`config.mk`:
```
export PLATFORM = sky130hd
export DESIGN_NAME = ctrl_unit_p_flat
export DESIGN_NICKNAME = d
export VERILOG_FILES = /design/src/rtl/ctrl_unit_p_if.sv /design/src/rtl/ctrl_unit_p.sv /design/src/flat_wrapper.sv
export SDC_FILE = /design/constraint.sdc
export NUM_CORES = 1
export LEC_CHECK = 0
export ABC_CLOCK_PERIOD_IN_PS = 8360
export BUFFER_PORTS_ARGS = -buffer_cell sky130_fd_sc_hd__buf_4
export CORE_MARGIN = 1.5
export CORE_UTILIZATION = 40
export CTS_BUF_LIST = sky130_fd_sc_hd__clkbuf_16
export CTS_CLUSTER_DIAMETER = 50
export DETAILED_ROUTE_END_ITERATION = 16
export PLACE_DENSITY = 0.78
export SLEW_MARGIN = 20
export SYNTH_ARGS = -nofsm -noshare
export SYNTH_HDL_FRONTEND = slang
export SYNTH_SLANG_ARGS = --single-unit
export TNS_END_PERCENT = 100
```
`constraint.sdc`:
```
create_clock -name clk -period 8.36 [get_ports clk]
set_input_delay 2.508 -clock clk [delete_from_list [all_inputs] [get_ports clk]]
set_output_delay 2.508 -clock clk [all_outputs]
set_load 0.01 [all_outputs]
```
`src/rtl/ctrl_unit_p_if.sv`:
```
// Signal bundle between the ctrl_unit_p sequencer (master) and the datapath/memory (slave).
// mem_rd/mem_wr form a request held high through the first cycle mem_ready is seen; that cycle completes the access.
interface ctrl_unit_p_if #(
    parameter int NUM_REGS = 4,
    parameter int SEL_W    = $clog2(NUM_REGS + 1)
);
    logic [7:0]          ir;
    logic [3:0]          ccr;
    logic                mem_ready;
    logic                ir_load;
    logic                mar_load;
    logic                pc_load;
    logic                pc_inc;
    logic                ccr_load;
    logic [NUM_REGS-1:0] reg_load;
    logic [2:0]          alu_sel;
    logic [SEL_W-1:0]    bus1_sel;
    logic [1:0]          bus2_sel;
    logic                mem_rd;
    logic                mem_wr;
    logic                illegal_op;
    logic                bus_error;
    logic                halted;
    logic [2:0]          state_dbg;

    modport master (
        input  ir, ccr, mem_ready,
        output ir_load, mar_load, pc_load, pc_inc, ccr_load, reg_load, alu_sel,
               bus1_sel, bus2_sel, mem_rd, mem_wr, illegal_op, bus_error, halted, state_dbg
    );

    modport slave (
        output ir, ccr, mem_ready,
        input  ir_load, mar_load, pc_load, pc_inc, ccr_load, reg_load, alu_sel,
               bus1_sel, bus2_sel, mem_rd, mem_wr, illegal_op, bus_error, halted, state_dbg
    );
endinterface

```
`src/rtl/ctrl_unit_p.sv`:
```
// Instruction sequencer for the 8-bit microcontroller: fetch/decode/execute FSM with
// a stalling memory handshake, wait-timeout bus errors, HALT and illegal-opcode reporting.
module ctrl_unit_p #(
    parameter int NUM_REGS   = 4,
    parameter int WAIT_LIMIT = 15
) (
    input  logic          clk,
    input  logic          reset,
    ctrl_unit_p_if.master bus
);
    localparam int SEL_W = $clog2(NUM_REGS + 1);
    localparam int CNT_W = (WAIT_LIMIT > 0) ? $clog2(WAIT_LIMIT + 1) : 1;

    typedef enum logic [2:0] {
        FETCH0 = 3'd0, FETCH1 = 3'd1, DECODE = 3'd2, OPND0 = 3'd3,
        OPND1  = 3'd4, MEMX   = 3'd5, EXEC   = 3'd6, HALT  = 3'd7
    } state_t;

    typedef enum logic [2:0] {
        OP_NOP, OP_LDI, OP_LD, OP_ST, OP_ALU, OP_BR, OP_HALT, OP_ILL
    } op_t;

    state_t           state_q, state_d;
    logic [CNT_W-1:0] cnt_q, cnt_d;
    op_t              op;
    logic [1:0]       d;
    logic             reg_ok;
    logic             br_cond, br_take;
    logic             wait_st, timeout;

    assign d         = bus.ir[1:0];
    assign reg_ok    = int'(d) < NUM_REGS;
    assign wait_st   = (state_q == FETCH1) || (state_q == OPND1) || (state_q == MEMX);
    assign timeout   = (WAIT_LIMIT > 0) && wait_st && !bus.mem_ready &&
                       (cnt_q == CNT_W'(WAIT_LIMIT));
    assign bus.state_dbg = state_q;

    always_comb begin
        op = OP_ILL;
        if (bus.ir == 8'h00)                                op = OP_NOP;
        else if (bus.ir == 8'hF0)                           op = OP_HALT;
        else if (bus.ir[7:4] == 4'h4)                       op = OP_ALU;
        else if (bus.ir[7:4] == 4'h5 && bus.ir[2:0] <= 3'd4) op = OP_BR;
        else if (bus.ir[7:2] == 6'b000100 && reg_ok)        op = OP_LDI;
        else if (bus.ir[7:2] == 6'b001000 && reg_ok)        op = OP_LD;
        else if (bus.ir[7:2] == 6'b001100 && reg_ok)        op = OP_ST;
    end

    // ir[2:0] picks the flag, ir[3] inverts it (so 0x58 never branches).
    always_comb begin
        case (bus.ir[2:0])
            3'd1:    br_cond = bus.ccr[3];
            3'd2:    br_cond = bus.ccr[2];
            3'd3:    br_cond = bus.ccr[1];
            3'd4:    br_cond = bus.ccr[0];
            default: br_cond = 1'b1;
        endcase
        br_take = br_cond ^ bus.ir[3];
    end

    // The wait counter only runs while a request is stalled; any other cycle clears it.
    always_comb begin
        cnt_d = '0;
        if (wait_st && !bus.mem_ready && !timeout && cnt_q != '1) begin
            cnt_d = cnt_q + 1'b1;
        end
    end

    always_comb begin
        state_d        = state_q;
        bus.ir_load    = 1'b0;
        bus.mar_load   = 1'b0;
        bus.pc_load    = 1'b0;
        bus.pc_inc     = 1'b0;
        bus.ccr_load   = 1'b0;
        bus.reg_load   = '0;
        bus.alu_sel    = 3'd0;
        bus.bus1_sel   = '0;
        bus.bus2_sel   = 2'd0;
        bus.mem_rd     = 1'b0;
        bus.mem_wr     = 1'b0;
        bus.illegal_op = 1'b0;
        bus.bus_error  = 1'b0;
        bus.halted     = 1'b0;
        // Outputs are forced quiet while reset is low so an in-flight write is aborted at once.
        if (reset) begin
            case (state_q)
                FETCH0, OPND0: begin
                    bus.bus2_sel = 2'd1;
                    bus.mar_load = 1'b1;
                    bus.pc_inc   = 1'b1;
                    state_d      = (state_q == FETCH0) ? FETCH1 : OPND1;
                end
                FETCH1: begin
                    bus.mem_rd = !timeout;
                    if (bus.mem_ready) begin
                        bus.bus2_sel = 2'd2;
                        bus.ir_load  = 1'b1;
                        state_d      = DECODE;
                    end else if (timeout) begin
                        state_d = HALT;
                    end
                end
                DECODE: begin
                    case (op)
                        OP_NOP:  state_d = FETCH0;
                        OP_ALU:  state_d = EXEC;
                        OP_HALT: state_d = HALT;
                        OP_ILL: begin
                            bus.illegal_op = 1'b1;
                            state_d        = FETCH0;
                        end
                        default: state_d = OPND0;
                    endcase
                end
                OPND1: begin
                    bus.mem_rd = !timeout;
                    if (bus.mem_ready) begin
                        bus.bus2_sel = 2'd2;
                        state_d      = FETCH0;
                        case (op)
                            OP_LDI:  bus.reg_load = NUM_REGS'(1) << d;
                            OP_BR:   bus.pc_load  = br_take;
                            default: begin
                                bus.mar_load = 1'b1;
                                state_d      = MEMX;
                            end
                        endcase
                    end else if (timeout) begin
                        state_d = HALT;
                    end
                end
                MEMX: begin
                    if (op == OP_ST) begin
                        bus.bus1_sel = SEL_W'(d) + SEL_W'(1);
                        bus.mem_wr   = !timeout;
                    end else begin
                        bus.mem_rd = !timeout;
                        if (bus.mem_ready) begin
                            bus.bus2_sel = 2'd2;
                            bus.reg_load = NUM_REGS'(1) << d;
                        end
                    end
                    if (bus.mem_ready)  state_d = FETCH0;
                    else if (timeout)   state_d = HALT;
                end
                EXEC: begin
                    bus.bus1_sel = SEL_W'(bus.ir[3]) + SEL_W'(1);
                    bus.alu_sel  = bus.ir[2:0];
                    bus.reg_load = NUM_REGS'(1) << bus.ir[3];
                    bus.ccr_load = 1'b1;
                    state_d      = FETCH0;
                end
                default: ;
            endcase
            bus.bus_error = timeout;
            bus.halted    = (state_q == HALT);
        end
    end

    always_ff @(posedge clk or negedge reset) begin
        if (!reset) begin
            state_q <= FETCH0;
            cnt_q   <= '0;
        end else begin
            state_q <= state_d;
            cnt_q   <= cnt_d;
        end
    end
endmodule

```
`src/flat_wrapper.sv`:
```
// flat-port wrapper written by rule: the top's interface ports become plain ports
module ctrl_unit_p_flat 
#(
    parameter int NUM_REGS   = 4,
    parameter int WAIT_LIMIT = 15
)
  (clk, reset, bus_ir, bus_ccr, bus_mem_ready, bus_ir_load, bus_mar_load, bus_pc_load, bus_pc_inc, bus_ccr_load, bus_reg_load, bus_alu_sel, bus_bus1_sel, bus_bus2_sel, bus_mem_rd, bus_mem_wr, bus_illegal_op, bus_bus_error, bus_halted, bus_state_dbg);
  ctrl_unit_p_if #(.NUM_REGS(NUM_REGS)) bus_i ();
  input  logic clk;
  input  logic reset;
  input wire logic [$bits(bus_i.ir)-1:0] bus_ir;
  input wire logic [$bits(bus_i.ccr)-1:0] bus_ccr;
  input wire logic [$bits(bus_i.mem_ready)-1:0] bus_mem_ready;
  output wire logic [$bits(bus_i.ir_load)-1:0] bus_ir_load;
  output wire logic [$bits(bus_i.mar_load)-1:0] bus_mar_load;
  output wire logic [$bits(bus_i.pc_load)-1:0] bus_pc_load;
  output wire logic [$bits(bus_i.pc_inc)-1:0] bus_pc_inc;
  output wire logic [$bits(bus_i.ccr_load)-1:0] bus_ccr_load;
  output wire logic [$bits(bus_i.reg_load)-1:0] bus_reg_load;
  output wire logic [$bits(bus_i.alu_sel)-1:0] bus_alu_sel;
  output wire logic [$bits(bus_i.bus1_sel)-1:0] bus_bus1_sel;
  output wire logic [$bits(bus_i.bus2_sel)-1:0] bus_bus2_sel;
  output wire logic [$bits(bus_i.mem_rd)-1:0] bus_mem_rd;
  output wire logic [$bits(bus_i.mem_wr)-1:0] bus_mem_wr;
  output wire logic [$bits(bus_i.illegal_op)-1:0] bus_illegal_op;
  output wire logic [$bits(bus_i.bus_error)-1:0] bus_bus_error;
  output wire logic [$bits(bus_i.halted)-1:0] bus_halted;
  output wire logic [$bits(bus_i.state_dbg)-1:0] bus_state_dbg;
  assign bus_i.ir = bus_ir;
  assign bus_i.ccr = bus_ccr;
  assign bus_i.mem_ready = bus_mem_ready;
  assign bus_ir_load = bus_i.ir_load;
  assign bus_mar_load = bus_i.mar_load;
  assign bus_pc_load = bus_i.pc_load;
  assign bus_pc_inc = bus_i.pc_inc;
  assign bus_ccr_load = bus_i.ccr_load;
  assign bus_reg_load = bus_i.reg_load;
  assign bus_alu_sel = bus_i.alu_sel;
  assign bus_bus1_sel = bus_i.bus1_sel;
  assign bus_bus2_sel = bus_i.bus2_sel;
  assign bus_mem_rd = bus_i.mem_rd;
  assign bus_mem_wr = bus_i.mem_wr;
  assign bus_illegal_op = bus_i.illegal_op;
  assign bus_bus_error = bus_i.bus_error;
  assign bus_halted = bus_i.halted;
  assign bus_state_dbg = bus_i.state_dbg;
  ctrl_unit_p #(.NUM_REGS(NUM_REGS), .WAIT_LIMIT(WAIT_LIMIT)) u_core (.clk(clk), .reset(reset), .bus(bus_i));
endmodule
```
==> flow_metrics.env <==
export IMPL_antenna_left=0
export IMPL_post_cts_setup_buffers=0
export IMPL_synth_area_leaders="dfrtp_1 19%, nor2_1 8.0%, ha_1 6.7%"
export IMPL_finalCriticalPeriod_ps=6560
export IMPL_avgSynthCellArea_sq_um=6.98
export IMPL_worst_slew_pin_slew_ps=580
export IMPL_clkSinkCount=7
export IMPL_cts_buffer_depth=2
export IMPL_numPortBuffers=39
export IMPL_fin_setup_tns_ps=0
export IMPL_grt_pass1_vias=1005
export IMPL_routed_wirelength_mm=2.61
export IMPL_path_class="input pin to output pin"
export IMPL_synth_edf_count=0
export IMPL_cts_buffers=3
export IMPL_cts_resized_gates=0
export IMPL_crit_path_start_kind="input pin"
export IMPL_hpwl_mm=2.02
export IMPL_path_buf_inv=2
export IMPL_yosys_top_cells_count="20 x nor2_1, 11 x a21oi_1, 11 x nor3_1, 10 x nand2_1, 8 x inv_1"
export IMPL_cp_top_family="simple AND/OR/NAND/NOR gates"
export IMPL_fp_row_count=17
export IMPL_htreeDepth=1
export IMPL_crit_top_cell="buf_4"
export IMPL_viasPerCell=5.76
export IMPL_grt_first_pass_wirelength_mm=4.37
export IMPL_cpMaxStageDelayCell="nor4_1"
export IMPL_slew_viol_final=0
export IMPL_die_w_um=51.4
export IMPL_synth_seq_cells=7
export IMPL_cts_tree="done"
export IMPL_yosysMostFrequentCell="nor2_1"
export IMPL_drc=0
export IMPL_status="finished clean"
export IMPL_num_vias=1128
export IMPL_power_density_nw_per_um2=234
export IMPL_core_area_sq_um=2210
export IMPL_path_cells="buf_4 -> or3b_4 -> nor4_1 -> a32oi_1 -> a2bb2oi_1 -> nor2_1 -> buf_4"
export IMPL_rsz0062_at_grt="no"
export IMPL_period_share_pct=78.5
export IMPL_cp_data_arrival_time_ps=4060
export IMPL_fmax_mhz=152
export IMPL_slew_headroom_pct=61.3
export IMPL_synth_top_area_share_pct=18.7
export IMPL_grt_antenna_before_repair=0
export IMPL_cp_slowest_stage_delay_ps=430
export IMPL_wl_per_cell_um=13.3
export IMPL_dieArea_sq_um=2640
export IMPL_syn_to_final_growth_pct=39.2
export IMPL_netSwitchingPower_w=0.000127
export IMPL_finalSetupViolations=0
export IMPL_hp_class="register to register"
export IMPL_cp_max_fo=5
export IMPL_diodes=0
export IMPL_swShare_pct=41.8
export IMPL_dr_pass1_iters=4
export IMPL_ioPinCount=40
export IMPL_track_usage_pct=20.9
export IMPL_drive_gt1_share_pct=30.4
export IMPL_synth_area_sq_um=936
export IMPL_overflow=0
export IMPL_initial_utilization_pct=42.3
export IMPL_synth_cells=134
export IMPL_die_h_um=51.4
export IMPL_p_comb_share_pct=48.5
export IMPL_hold_slack_ps=465
export IMPL_clk_pin_slew_worst_paths_ps=40
export IMPL_hold_viol_final=0
export IMPL_finish_utilization_pct=58.9
export IMPL_synthArstFlopShare_pct=100
export IMPL_yosysSeqAreaShare_pct=18.7
export IMPL_synth_distinct_cells=40
export IMPL_cap_violations=0
export IMPL_ir_drop_mv=0.261
export IMPL_cp_end_kind="output pin"
export IMPL_syn_nets=154
export IMPL_yosys_area_top_type="dfrtp_1"
export IMPL_ys_warn_count=0
export IMPL_crit_required_ps=5850
export IMPL_final_nets=189
export IMPL_gp_congestion=0.819
export IMPL_synth_main_ff_cell="dfrtp_1"
export IMPL_cts_root_buf="clkbuf_16"
export IMPL_seqPwrFrac_pct=25.6
export IMPL_leakage_nw=0.608
export IMPL_postCtsHoldBufs=0
export IMPL_p_clk_share_pct=25.9
export IMPL_internal_power_w=0.000178
export IMPL_clk_latency_ps=230
export IMPL_first_iter_violations=48
export IMPL_clock_skew_ps=0.925
export IMPL_grt_max_degree=21
through the flow:
stage / setup WS [ps] / instance area, sq um / power, W / instances
global route: 1690 / 1300 / 0.000329 / 196
CTS: 1800 / 1300 / 0.000305 / 196
floorplan: 2090 / 936 / 0.000171 / 134
detailed placement: 1800 / 1220 / 0.000224 / 192
global placement: 1840 / 1220 / 0.000221 / 192
finish: 1800 / 1300 / 0.000305 / 196
logic make-up (layout without fill, tap and decap cells):
| group | after synthesis | after routing | share of synthesized area (%) |
|---|---|---|---|
| AO/OA/AOI/OAI | 32 | 32 | 24.6 |
| XOR/XNOR | 3 | 3 | 2.81 |
| adder cells (fa/ha/maj) | 5 | 5 | 6.68 |
| buffers and inverters | 17 | 51 | 7.49 |
| flip-flops | 7 | 7 | 18.7 |
| AND/OR/NAND/NOR | 70 | 70 | 39.7 |
layout make-up:
class | instances | area (sq um)
fill | 198 | 910
multi-input combinational | 110 | 691
timing repair buffer | 39 | 293
sequential | 7 | 175
clock buffer | 3 | 75.1
tap | 28 | 35.0
inverter | 8 | 30.0
clock inverter | 1 | 3.75
registers in the layout, indices dropped and copies added, names as in the netlist:
signal,cells
u_core.bus.state_dbg,3
u_core.cnt_q,4
layer usage:
| metal | wire length, um | global-route usage, % |
|---|---|---|
| met1 | 1180 | 29.7 |
| met2 | 1270 | 33.3 |
| met5 | 0 | 0 |
| met3 | 158 | 3.80 |
| met4 | 0 | 3.51 |
layout by cell type, fill, tap and decap left out, drive strengths merged, types with 3 or more instances in the layout:
cell / count
a21oi: 11
a32oi: 3
and2: 4
and3: 3
buf: 39
clkbuf: 3
dfrtp: 7
ha: 5
inv: 9
nand2: 10
nand2b: 3
nand3: 6
nor2: 20
nor3: 12
nor4: 5
worst paths after layout:
kind / from / to / slack (ps) / depth (start not counted)
min: u_core.cnt_q[0]$_DFF_PN0_ / u_core.cnt_q[0]$_DFF_PN0_ / 470 / 1
min in group asynchronous: reset / u_core.cnt_q[1]$_DFF_PN0_ / 2120 / 1
max in group asynchronous: reset / u_core.bus.state_dbg[2]$_DFFE_PN0P_ / 6070 / 1
max reg2reg: u_core.bus.state_dbg[1]$_DFFE_PN0P_ / u_core.bus.state_dbg[0]$_DFFE_PN0P_ / 6570 / 5
min reg2reg: u_core.cnt_q[0]$_DFF_PN0_ / u_core.cnt_q[0]$_DFF_PN0_ / 470 / 1
max: bus_ir[2] / bus_reg_load[1] / 1800 / 7
worst reg2reg max path, stage by stage, from the launching register on:
cell     delay [ps]
dfrtp_1         700
nand2_1         250
inv_1           130
a21oi_1          70
a311o_2         380
a31oi_1         180
power groups by stage:
stage / Clock (W) / Combinational, W / Sequential, W
detailed placement: 0 / 0.000147 / 0.0000777
CTS: 0.0000802 / 0.000148 / 0.0000775
floorplan: 0 / 0.000113 / 0.0000579
finish: 0.0000790 / 0.000148 / 0.0000780
global placement: 0 / 0.000143 / 0.0000773
global route: 0.0000838 / 0.000162 / 0.0000832
No activity file was read; power rests on OpenSTA's default activity.
